==> config.mk <==
export PLATFORM = sky130hd
export DESIGN_NAME = demux_1to4_stream
export DESIGN_NICKNAME = d
export VERILOG_FILES = /design/src/rtl/demux_1to4_stream.sv
export SDC_FILE = /design/constraint.sdc
export NUM_CORES = 1
export LEC_CHECK = 0
export ABC_AREA = 1
export CORE_MARGIN = 1.5
export CORE_UTILIZATION = 25
export CTS_CLUSTER_DIAMETER = 40
export DETAILED_ROUTE_END_ITERATION = 10
export GPL_TIMING_DRIVEN = 0
export HOLD_SLACK_MARGIN = 0.1
export PLACE_DENSITY = 0.44
export SLEW_MARGIN = 20
export SYNTH_ARGS = -nofsm -noshare
export SYNTH_HDL_FRONTEND = slang
export SYNTH_SLANG_ARGS = --single-unit
==> constraint.sdc <==
create_clock -name clk -period 3.4 [get_ports clk]
set_input_delay 0.68 -clock clk [delete_from_list [all_inputs] [get_ports clk]]
set_output_delay 0.68 -clock clk [all_outputs]
set_load 0.05 [all_outputs]
==> src/rtl/demux_1to4_stream.sv <==
// ---------------------------------------------------------------------------
// demux_1to4_stream
//
// Registered 1-to-4 stream demultiplexer with valid/ready handshakes. Each
// producer beat is routed by its 2-bit select to one of four consumer lanes.
// Every lane buffers beats in its own 2-entry FIFO, so a stalled consumer
// only blocks beats that select its lane.
//
// Optional feature (compile-time macro DEMUX_BCAST_EN):
//   adds input in_bcast; a beat with in_bcast=1 is copied into all four
//   lanes at the same edge and in_sel is ignored.
//
// Parameters
//   WORD_SIZE   data width of the input and of each output lane
//
// Ports
//   clk         clock, all state updates on the rising edge
//   rst         synchronous reset, active-high
//   in_valid    producer beat valid
//   in_ready    demux accepts the beat this cycle
//   in_sel      destination lane 0..3 (00=a, 01=b, 10=c, 11=d)
//   in_data     producer data
//   in_bcast    (DEMUX_BCAST_EN only) copy the beat into all lanes
//   out_valid   bit i: lane i holds a beat
//   out_ready   bit i: consumer i accepts the beat
//   out_data    lane i data at [i*WORD_SIZE +: WORD_SIZE]
// ---------------------------------------------------------------------------
module demux_1to4_stream #(
    parameter int WORD_SIZE = 32
) (
    input  logic                   clk,
    input  logic                   rst,
    input  logic                   in_valid,
    output logic                   in_ready,
    input  logic [1:0]             in_sel,
    input  logic [WORD_SIZE-1:0]   in_data,
`ifdef DEMUX_BCAST_EN
    input  logic                   in_bcast,
`endif
    output logic [3:0]             out_valid,
    input  logic [3:0]             out_ready,
    output logic [4*WORD_SIZE-1:0] out_data
);

    // Per-lane FIFO state: two entries, 1-bit pointers, occupancy 0..2.
    logic [WORD_SIZE-1:0] mem [4][2];
    logic [3:0]           wr_ptr;
    logic [3:0]           rd_ptr;
    logic [1:0]           count [4];

    logic [3:0]           lane_full;
    logic [3:0]           push;
    logic [3:0]           pop;
    logic                 bcast;

`ifdef DEMUX_BCAST_EN
    assign bcast = in_bcast;
`else
    assign bcast = 1'b0;
`endif

    // in_ready depends only on registered occupancy and the beat's own
    // routing, never on out_ready: a lane that is full but popping this
    // cycle still refuses the push, and accepts it on the next cycle.
    always_comb begin
        // NOTE: every signal driven in always_comb gets a default first so
        // no path through the block leaves it unassigned (no latch).
        lane_full = '0;
        push      = '0;
        pop       = '0;
        out_valid = '0;
        out_data  = '0;
        for (int i = 0; i < 4; i++) begin
            lane_full[i] = (count[i] == 2'd2);
            out_valid[i] = (count[i] != 2'd0);
            out_data[i*WORD_SIZE +: WORD_SIZE] = mem[i][rd_ptr[i]];
        end

        in_ready = bcast ? ~(|lane_full) : ~lane_full[in_sel];

        for (int i = 0; i < 4; i++) begin
            push[i] = in_valid & in_ready & (bcast | (in_sel == 2'(i)));
            // out_ready on an empty lane is ignored.
            pop[i]  = out_valid[i] & out_ready[i];
        end
    end

    for (genvar g = 0; g < 4; g++) begin : g_lane
        always_ff @(posedge clk) begin
            if (rst) begin
                // NOTE: the two-entry storage is reset as well, because the
                // head entry drives out_data directly and must read 0 after
                // reset; this is cheap at this depth.
                mem[g][0] <= '0;
                mem[g][1] <= '0;
                wr_ptr[g] <= 1'b0;
                rd_ptr[g] <= 1'b0;
                count[g]  <= 2'd0;
            end else begin
                // NOTE: sequential state uses non-blocking assignments so all
                // lanes see the pre-edge values of every register.
                if (push[g]) begin
                    mem[g][wr_ptr[g]] <= in_data;
                    wr_ptr[g]         <= ~wr_ptr[g];
                end
                if (pop[g]) begin
                    rd_ptr[g] <= ~rd_ptr[g];
                end
                // Simultaneous push and pop leaves the occupancy unchanged.
                case ({push[g], pop[g]})
                    2'b10:   count[g] <= count[g] + 2'd1;
                    2'b01:   count[g] <= count[g] - 2'd1;
                    default: count[g] <= count[g];
                endcase
            end
        end
    end

endmodule
==> summary.txt, run 1 <==
STA
  • Tmin final: 3.29 ns
  • Final Skew: 0.0134 ns
  • Setup TNS: 0 ns
  • Max Clk Rate: 304 MHz
  • Final hold slack: 0.505 ns
  • Final setup viols: 0
  • Tcrit/Tclk final: 96.7%
  • Worst rel slew slack: 46.3%
  • Slew @ Worst Pin: 0.805 ns
  • Final Max Slew Viols: 0
  • Final hold vios: 0
  • RSZ-0062 raised after global routing: no

Route
  • Total wire length: 36.8 mm
  • Vias per Instance: 4.24
  • Wire per inst: 18.4 µm
  • Initial DRC count: 431
  • Drt drc: 0
  • ANT nets after route: 0
  • Drt first pass iters: 4
  • Via count: 8,466

Power and ir drop
  • Switching power: 2.91 mW
  • Leakage: 7.25 nW
  • Pwr Density: 662 nW/µm²
  • Sequential share of power: 36.5%
  • Comb power frac: 14.9%
  • Internal: 7.74 mW
  • Switching part of the total: 27.3%
  • Worst VDD drop: 0.355 mV
  • Clock Power Share: 48.6%

Yosys
  • YS warnings: 0
  • Post-Syn Nets: 1,181
  • Syn avg cell area: 10.3 µm²
  • Netlist cell types: 26
  • Synthesized cell area: 11,600 µm²
  • Synthesis-stage register bit count: 272
  • Synthesized instance count: 1,126
  • Sequential area share after synthesis: 69.6%

Critical path
  • Worst setup EP type: output port
  • CP arrival: 2.61 ns
  • Setup crit start kind: primary input
  • Crit path kind: primary input to output port
  • Reg2Reg Setup Slack: 0.68 ns
  • Reg2reg end: mem[0][38]$_DFFE_PP_
  • Worst Path Max Fanout: 4
  • CP required: 2.72 ns
  • Worst reg2reg path depth: 10
  • FF-to-FF Start: count[1][0]$_DFFE_PP_

Clocking
  • Clock latency on the worst-skew pair: 0.56 ns
  • Clk slew on worst S/H paths: 0.05 ns
  • Root Buffer: clkbuf_16
  • Inserted Clock Buffers: 50
  • Post-CTS Resized: 68
  • H-tree depth: 2
  • Hold buffers post-CTS: 0
  • CTS tree: done
  • Sink Count: 272
  • Post CTS Setup Buffer Count: 0
  • Bufs on Longest Clock Path: 3

Finish
  • Most frequent cells in the layout: 407 x nand2_1, 267 x nor2_1, 264 x edfxtp_1
  • Util after Layout: 35.2%
  • Share of layout cells above drive strength 1: 11.2%
  • Area growth syn-to-layout: 38.3%
  • Filler Cell Count: 4,705
  • Inserted Diodes: 0
  • Most common cell after layout, fill and taps aside: nand2_1
  • # nets final: 1,412

Flow run
  • Max Cap Violations: 0

Placed design
  • Port buffer count: 171
  • DP Wirelength: 26.2 mm
  • Final GP Congestion: 0.746

Global routing
  • Initial antenna violation count: 0
  • Largest net degree at the start of global routing: 27
  • GRT Util Overall: 15.5%
  • Grt total ovfl: 0
  • Vias in the first global route: 8,246
  • First-pass GRT wire length: 53.5 mm

Floorplanning
  • Io pins: 174
  • Initial Utilization: 25.5%
  • FP Rows: 78
  • Die Width: 219 µm
  • Die height: 219 µm
  • Die area: 47,800 µm²
  • Core ar.: 45,700 µm²

Worst hold path
  • Hold path depth: 2
  • Hold wc startpoint: wr_ptr[0]$_SDFFE_PP0P_
  • Hold WC Path Type: flop to flop
  • Hold path endpoint: wr_ptr[0]$_SDFFE_PP0P_

Run status
  • Status: finished clean
layout make-up:
class	instances	area (µm²)	area share (%)
inverters	60	231	1.44
repair buffers	179	1900	11.8
flip-flops and latches	272	8090	50.3
well taps	600	751	4.67
clock buffers	55	1330	8.29
clock inverters	38	423	2.63
plain buffers	56	305	1.90
multi-input cells	738	3050	19.0
worst max-delay path by stage:
stage / start / endpoint / slack [ns] / cells after the start
after floorplan: in_sel[0] / mem[3][0]$_DFFE_PP_ / 0.31 / 10
after global placement: rst / mem[0][45]$_DFFE_PP_ / -0.70 / 5
after detailed placement: rst / mem[0][42]$_DFFE_PP_ / -0.18 / 6
after CTS: rd_ptr[0]$_SDFFE_PP0P_ / out_data[1] / 0.006 / 5
after global routing: rd_ptr[3]$_SDFFE_PP0P_ / out_data[96] / 0.005 / 6
final: in_sel[1] / in_ready / 0.11 / 7
power by group through the flow:
stage	clock, mW	combinational (mW)	sequential, mW
floorplan	0	0.988	3.94
global placement	0	1.61	3.95
detailed placement	0	1.66	3.95
CTS	5.27	1.62	3.89
global route	5.42	1.69	3.90
finish	5.18	1.58	3.89
cells in the mapped netlist:
cell | count | area share [%]
nor2_2 | 2 | 0.11
o31ai_1 | 1 | 0.065
ha_1 | 14 | 1.5
buf_6 | 6 | 0.58
nor2_1 | 267 | 8.6
o21ai_0 | 8 | 0.34
nand3_1 | 4 | 0.17
or2_2 | 2 | 0.11
nand2_2 | 2 | 0.11
clkinv_1 | 5 | 0.16
buf_4 | 1 | 0.065
nand4_1 | 2 | 0.11
inv_2 | 1 | 0.032
nand2_1 | 415 | 13
inv_1 | 54 | 1.7
a21boi_2 | 1 | 0.097
nor3_1 | 3 | 0.13
a211oi_1 | 3 | 0.19
buf_2 | 19 | 0.82
nand3_2 | 3 | 0.26
dfxtp_1 | 8 | 1.4
nand4_4 | 2 | 0.37
a21oi_1 | 8 | 0.34
edfxtp_1 | 264 | 68
nor3_4 | 1 | 0.14
clkbuf_1 | 30 | 0.97
cell families (layout without fill, tap and decap cells):
kind of cell | count (synthesis) | in the layout | share of synthesized area, %
flip-flops | 272 | 272 | 69.6
buffers and inverters | 116 | 388 | 4.37
AND/OR/NAND/NOR | 703 | 703 | 23.5
AO/OA/AOI/OAI | 21 | 21 | 1.04
adder cells (fa/ha/maj) | 14 | 14 | 1.51
critical path, cell delays in order:
cell and delay, ns:
clkdlybuf4s50_1 0.55, inv_2 0.08, nor2_2 0.27, nand2_1 0.09
nand2_1 0.17, nor2_2 0.06, clkdlybuf4s50_1 0.71
flip-flops by register name, summed over array words and instances, names as in the netlist:
name,flops
count,8
mem,256
rd_ptr,4
wr_ptr,4
layer usage:
| metal | up-vias | wire length (µm) | track usage [%] |
|---|---|---|---|
| li1 | 4110 | - | - |
| met1 | 4098 | 16900 | 20.7 |
| met2 | 209 | 17400 | 25.3 |
| met3 | 49 | 1970 | 3.44 |
| met4 | 0 | 650 | 3.81 |
| met5 | - | 0 | 0 |
per-stage QoR:
stage / std cells / power [mW] / area [µm²] / worst slack [ns]
2_1_floorplan: 1126 / 4.93 / 11600 / 0.311
3_3_place_gp: 1897 / 5.57 / 14100 / -0.696
3_5_place_dp: 1905 / 5.61 / 14300 / -0.176
4_1_cts: 1998 / 10.8 / 16000 / 0.00589
5_1_grt: 1998 / 11.0 / 16100 / 0.00459
6_report: 1998 / 10.6 / 16100 / 0.112
Power figures use the tool's default switching activity.
==> inputs of run 2 (changes only) <==
GPL_TIMING_DRIVEN = 1   (was 0)
clock period = 3.05 ns   (was 3.4 ns; I/O delays follow)
==> run 2 against run 1 <==
Net effect: register-to-register slack improved by 0.12 ns; total power rose by 5.8%; clock skew rose by 0.0028 ns; first-iteration DRC count rose by 20%; count of clock-buffer cells in the layout fell by 7; global-route usage fell by 1.3 points; core utilization fell by 1.6 points; critical path type is now flop to output port; critical endpoint is now out_data[49].
==> summary.txt, run 2 (synthesis gave the netlist of run 1 again) <==
Power and ir drop
  • Comb power frac: 15.3% (+0.4 points)
  • Sequential share of power: 38.4% (+1.9 points)
  • Switching power: 3.15 mW (+8.3%)
  • Pwr Density: 733 nW/µm² (+11%)
  • Internal: 8.11 mW (+4.8%)
  • Clock Power Share: 46.2% (-2.4 points)
  • Worst VDD drop: 0.316 mV (-11%)
  • Leakage: 6.77 nW (-6.6%)
  • Switching part of the total: 28.0% (+0.66 points)

Critical path
  • CP arrival: 2.13 ns (-0.48 ns)
  • Worst setup EP type: output port
  • Worst Path Max Fanout: 18 (+14)
  • Setup crit start kind: flop
  • Crit path kind: flop to output port
  • Worst reg2reg path depth: 9 (-1)
  • CP required: 2.44 ns (-0.28 ns)

Finish
  • Largest register by flop count: mem
  • Max reg flops: 256 (unchanged)
  • Inserted Diodes: 0 (unchanged)
  • Filler Cell Count: 4,678 (-0.57%)
  • Util after Layout: 33.6% (-1.6 points)
  • Area growth syn-to-layout: 32.2%
  • Cell Count, Final, Fillers Out: 1,952 (-2.3%)
  • Post-route cell area: 15,400 µm² (-4.5%)
  • Most frequent cells in the layout: 415 x nand2_1, 267 x nor2_1, 264 x edfxtp_1
  • Share of layout cells above drive strength 1: 18.0% (+6.9 points)
  • Most common cell after layout, fill and taps aside: nand2_1
  • # nets final: 1,371 (-2.9%)
  • Top Registers: mem x256, count x8

Route
  • ANT nets after route: 0 (unchanged)
  • Wire per inst: 17.4 µm (-5.6%)
  • Drt drc: 0 (unchanged)
  • Initial DRC count: 517 (+20%)
  • Vias per Instance: 4.17 (-1.5%)
  • Drt first pass iters: 5 (+1)
  • Total wire length: 34.0 mm (-7.8%)
  • Via count: 8,145 (-3.8%)

Worst hold path
  • Hold WC Path Type: flop to flop
  • Hold path depth: 2 (unchanged)

Clocking
  • CTS tree: done
  • Post-CTS Resized: 2 (-97%)
  • Post CTS Setup Buffer Count: 0 (unchanged)
  • Bufs on Longest Clock Path: 3 (unchanged)
  • Clk slew on worst S/H paths: 0.06 ns (about the same)
  • Sink Count: 272 (unchanged)
  • Clock latency on the worst-skew pair: 0.55 ns (about the same)
  • Root Buffer: clkbuf_16
  • Hold buffers post-CTS: 0 (unchanged)
  • H-tree depth: 2 (unchanged)
  • Inserted Clock Buffers: 44 (-12%)

STA
  • Tcrit/Tclk final: 89.8%
  • Final hold vios: 0 (unchanged)
  • Final Max Slew Viols: 0 (unchanged)
  • Final setup viols: 0 (unchanged)
  • Worst rel slew slack: 63.6% (+17 points)
  • Slew @ Worst Pin: 0.546 ns (-0.259 ns)
  • Setup TNS: 0 ns (unchanged)
  • Max Clk Rate: 365 MHz
  • Final Skew: 0.0162 ns (+0.00283 ns)
  • Tmin final: 2.74 ns
  • Final hold slack: 0.502 ns (-0.00327 ns)
  • RSZ-0062 raised after global routing: no

Floorplanning
  • Die Width: 219 µm (unchanged)
  • Io pins: 174 (unchanged)
  • Initial Utilization: 25.5% (unchanged)
  • Die height: 219 µm (unchanged)
  • FP Rows: 78 (unchanged)
  • Core ar.: 45,700 µm² (unchanged)
  • Die area: 47,800 µm² (unchanged)

Flow run
  • Max Cap Violations: 0 (unchanged)

Run status
  • Status: finished clean

Placed design
  • Port buffer count: 173 (+1.2%)
  • DP Wirelength: 22.2 mm (-15%)
  • Dpl cells: 1,870 (-1.8%)
  • Area after DPL: 13,800 µm² (-3.5%)
  • Final GP Congestion: 0.729 (-2.3%)

Global routing
  • Largest net degree at the start of global routing: 35 (+30%)
  • Vias in the first global route: 7,769 (-5.8%)
  • Grt total ovfl: 0 (unchanged)
  • First-pass GRT wire length: 49.7 mm (-7.1%)
  • Initial antenna violation count: 0 (unchanged)
  • GRT Util Overall: 14.2% (-1.3 points)
## run 2: changes by cell type in the layout (fill, tap and decap cells not counted), sizes merged, moves of 9 or more
| cell | delta |
|---|---|
| buf | +122 |
| clkbuf | -37 |
| clkdlybuf4s50 | -46 |
| clkinv | -9 |
| dlygate4sd2 | -58 |
| dlymetal6s2s | -23 |
## run 2: area by class of cell
cell class              instances  area, µm²  share of cell area, %
well taps                     600        751                   4.89
clock buffers                  48       1140                   7.40
clock inverters                34        407                   2.65
inverters                      60        228                   1.48
repair buffers                200       1720                   11.2
multi-input cells             738       3030                   19.7
flip-flops and latches        272       8090                   52.6
## run 2: through the flow
step                      setup WS (ns)  total power, mW
after floorplan                  0.0313             5.49
after global placement            0.238             6.16
after detailed placement          0.182             6.17
after CTS                         0.248             11.4
after global routing              0.139             11.6
final                             0.310             11.3
## run 2: layer usage
metal	wire, µm	global-route usage, %
met1	15000	18.3
met2	16200	23.4
met3	1930	2.99
met4	837	5.07
met5	0	0
## run 2: path summary, 6_finish.rpt
path,start,endpoint,slack [ns]
worst max-delay path,rd_ptr[1]$_SDFFE_PP0P_,out_data[49],0.31
worst min-delay path,wr_ptr[1]$_SDFFE_PP0N_,wr_ptr[1]$_SDFFE_PP0N_,0.50
worst max register to register,count[0][0]$_DFFE_PP_,count[2][1]$_SDFFCE_PN0P_,0.80
worst min register to register,wr_ptr[1]$_SDFFE_PP0N_,wr_ptr[1]$_SDFFE_PP0N_,0.50
## run 2: critical path: stages, from the launching register on
cell and delay, ns:
dfxtp_1 0.33, clkinv_1 0.43, buf_4 0.39, nand2_1 0.08, nand2_1 0.12, buf_4 0.23
## run 2: power groups by stage
stage                     registers (mW)  clock network (mW)  logic, mW
after global placement              4.40                   0       1.76
after floorplan                     4.39                   0       1.10
final                               4.33                5.20       1.73
after detailed placement            4.40                   0       1.77
after global routing                4.35                5.45       1.85
after CTS                           4.33                5.32       1.77
==> inputs of run 3 (changes only) <==
CORE_UTILIZATION = 63   (was 25)
DONT_BUFFER_PORTS = 1   (was unset)
PLACE_DENSITY = 0.8   (was 0.44)
==> run 3 against run 2 <==
Net effect: die area shrank 60%; largest power group is now registers; non-clock buffer count shrank 46; maximum frequency grew 6.5%; cell count shrank 23%; highest routed layer unchanged; routed wire length shrank 23%; first-iteration DRC count grew 38%; largest cell class unchanged.
==> summary.txt, run 3 (synthesis gave the netlist of run 1 again) <==
Run status
  • Status: finished clean

Critical path
  • Worst setup EP type: output port
  • Slowest CP cell: buf_4
  • Cells along the critical path: clkinv_1, buf_4, nand2_1, nand2_1, buf_4
  • Setup crit start kind: flop
  • Worst path max stage delay: 0.36 ns (-0.07 ns)
  • CP required: 2.44 ns (about the same)
  • Setup crit start: rd_ptr[0]$_SDFFE_PP0P_
  • FF-to-FF Start: count[1][0]$_DFFE_PP_
  • Worst Path Max Fanout: 20 (+2)
  • CP arrival: 1.96 ns (-0.17 ns)
  • Crit path kind: flop to output port

Global routing
  • Initial antenna violation count: 1 (+1)
  • First-pass GRT wire length: 40.1 mm (-19%)
  • Largest net degree at the start of global routing: 35 (unchanged)
  • Grt total ovfl: 0 (unchanged)
  • Vias in the first global route: 8,013 (+3.1%)
  • GRT Util Overall: 26.9% (+13 points)

Clocking
  • Post CTS Setup Buffer Count: 0 (unchanged)
  • Sink Count: 272 (unchanged)
  • CTS tree: done
  • Inserted Clock Buffers: 29 (-34%)
  • Post-CTS Resized: 0 (-2)
  • Root Buffer: clkbuf_16
  • Clk slew on worst S/H paths: 0.06 ns (about the same)
  • Clock latency on the worst-skew pair: 0.54 ns (about the same)
  • Hold buffers post-CTS: 0 (unchanged)
  • Bufs on Longest Clock Path: 3 (unchanged)
  • H-tree depth: 1 (-1)

Finish
  • Most common cell after layout, fill and taps aside: nand2_1
  • Largest register by flop count: mem
  • Filler Cell Count: 1,129 (-76%)
  • Top Registers: mem x256, count x8
  • Area growth syn-to-layout: 18.6%
  • Share of layout cells above drive strength 1: 16.6% (-1.4 points)
  • Max reg flops: 256 (unchanged)
  • # nets final: 1,310 (-4.4%)
  • Most frequent cells in the layout: 415 x nand2_1, 267 x nor2_1, 264 x edfxtp_1
  • Util after Layout: 76.5% (+43 points)

STA
  • Final setup viols: 0 (unchanged)
  • Slew @ Worst Pin: 0.565 ns (+0.0189 ns)
  • Tcrit/Tclk final: 84.3% (-5.5 points)
  • Tmin final: 2.57 ns (-0.168 ns)
  • RSZ-0062 raised after global routing: no
  • Setup TNS: 0 ns (unchanged)
  • Final hold vios: 0 (unchanged)
  • Final Skew: 0.0123 ns (-0.00390 ns)
  • Max Clk Rate: 389 MHz (+6.5%)
  • Final Max Slew Viols: 0 (unchanged)
  • Worst rel slew slack: 62.1% (-1.5 points)

Floorplanning
  • Die area: 19,300 µm² (-60%)
  • Die height: 139 µm (-36%)
  • FP Rows: 49 (-37%)
  • Die Width: 139 µm (-36%)
  • Core ar.: 18,000 µm² (-61%)
  • Io pins: 174 (unchanged)
  • Initial Utilization: 64.5% (+39 points)

Power and ir drop
  • Worst VDD drop: 0.477 mV (+51%)
  • Clock Power Share: 37.8% (-8.4 points)
  • Pwr Density: 688 nW/µm² (-6.1%)
  • Comb power frac: 16.5% (+1.2 points)
  • Leakage: 6.28 nW (-7.3%)
  • Internal: 6.86 mW (-15%)
  • Switching power: 2.63 mW (-16%)
  • Sequential share of power: 45.6% (+7.2 points)
  • Switching part of the total: 27.7% (-0.23 points)

Route
  • Vias per Instance: 5.48 (+31%)
  • Drt drc: 0 (unchanged)
  • ANT nets after route: 0 (unchanged)
  • Initial DRC count: 716 (+38%)
  • Wire per inst: 17.4 µm (about the same)
  • Via count: 8,239 (+1.2%)
  • Total wire length: 26.2 mm (-23%)
  • Drt first pass iters: 5 (unchanged)

Placed design
  • Port buffer count: 0 (-100%)
  • DP Wirelength: 17.2 mm (-23%)
  • Final GP Congestion: 0.884 (+21%)

Flow run
  • Max Cap Violations: 0 (unchanged)

Worst hold path
  • Hold WC Path Type: primary input to flop
  • Hold wc startpoint: rst
-- run 3: cell type report --
| cell class | instances | area, µm² | area share (%) |
|---|---|---|---|
| sequential | 272 | 8090 | 58.7 |
| tap | 229 | 287 | 2.08 |
| timing repair buffer | 154 | 1170 | 8.47 |
| clock inverter | 13 | 213 | 1.54 |
| multi-input combinational | 738 | 3030 | 22.0 |
| inverter | 60 | 225 | 1.63 |
| clock buffer | 37 | 776 | 5.63 |
| antenna | 1 | 2.50 | 0.0181 |
-- run 3: per-stage QoR --
step | power, mW | cell area [µm²] | instances | setup WS, ns | hold WS (ns)
final | 9.49 | 13800 | 1504 | 0.478 | 0.268
after global routing | 9.76 | 13800 | 1504 | 0.258 | 0.248
after CTS | 9.51 | 13800 | 1503 | 0.453 | 0.252
after detailed placement | 5.96 | 12800 | 1453 | 0.517 | 0.496
after global placement | 5.93 | 12800 | 1453 | 0.661 | 0.486
after floorplan | 5.49 | 11600 | 1126 | 0.0313 | 0.476
-- run 3: power groups by stage --
stage | Clock (mW) | Combinational, mW | Sequential [mW]
final | 3.59 | 1.57 | 4.33
after global routing | 3.76 | 1.66 | 4.34
after CTS | 3.61 | 1.57 | 4.33
after detailed placement | 0 | 1.56 | 4.41
after global placement | 0 | 1.53 | 4.40
after floorplan | 0 | 1.10 | 4.39
-- run 3: layer usage --
layer | track usage, % | share of wire, %
met1 | 36.0 | 39
met2 | 43.9 | 49
met3 | 4.49 | 9.2
met4 | 12.1 | 3.7
met5 | 0 | 0
-- run 3: final timing paths --
check | to | cells past startpoint | slack [ns]
setup / recovery | out_data[4] | 5 | 0.48
hold reg to reg | wr_ptr[0]$_SDFFE_PP0P_ | 2 | 0.51
setup reg to reg | count[2][1]$_SDFFCE_PN0P_ | 9 | 0.58
hold / removal | count[0][0]$_DFFE_PP_ | 1 | 0.27
-- run 3: critical path: cells and delay by family (launching register included) --
kind / cells / cell delay (ns)
buf+inv: 3 / 0.91
flops: 1 / 0.34
simple gates: 2 / 0.17
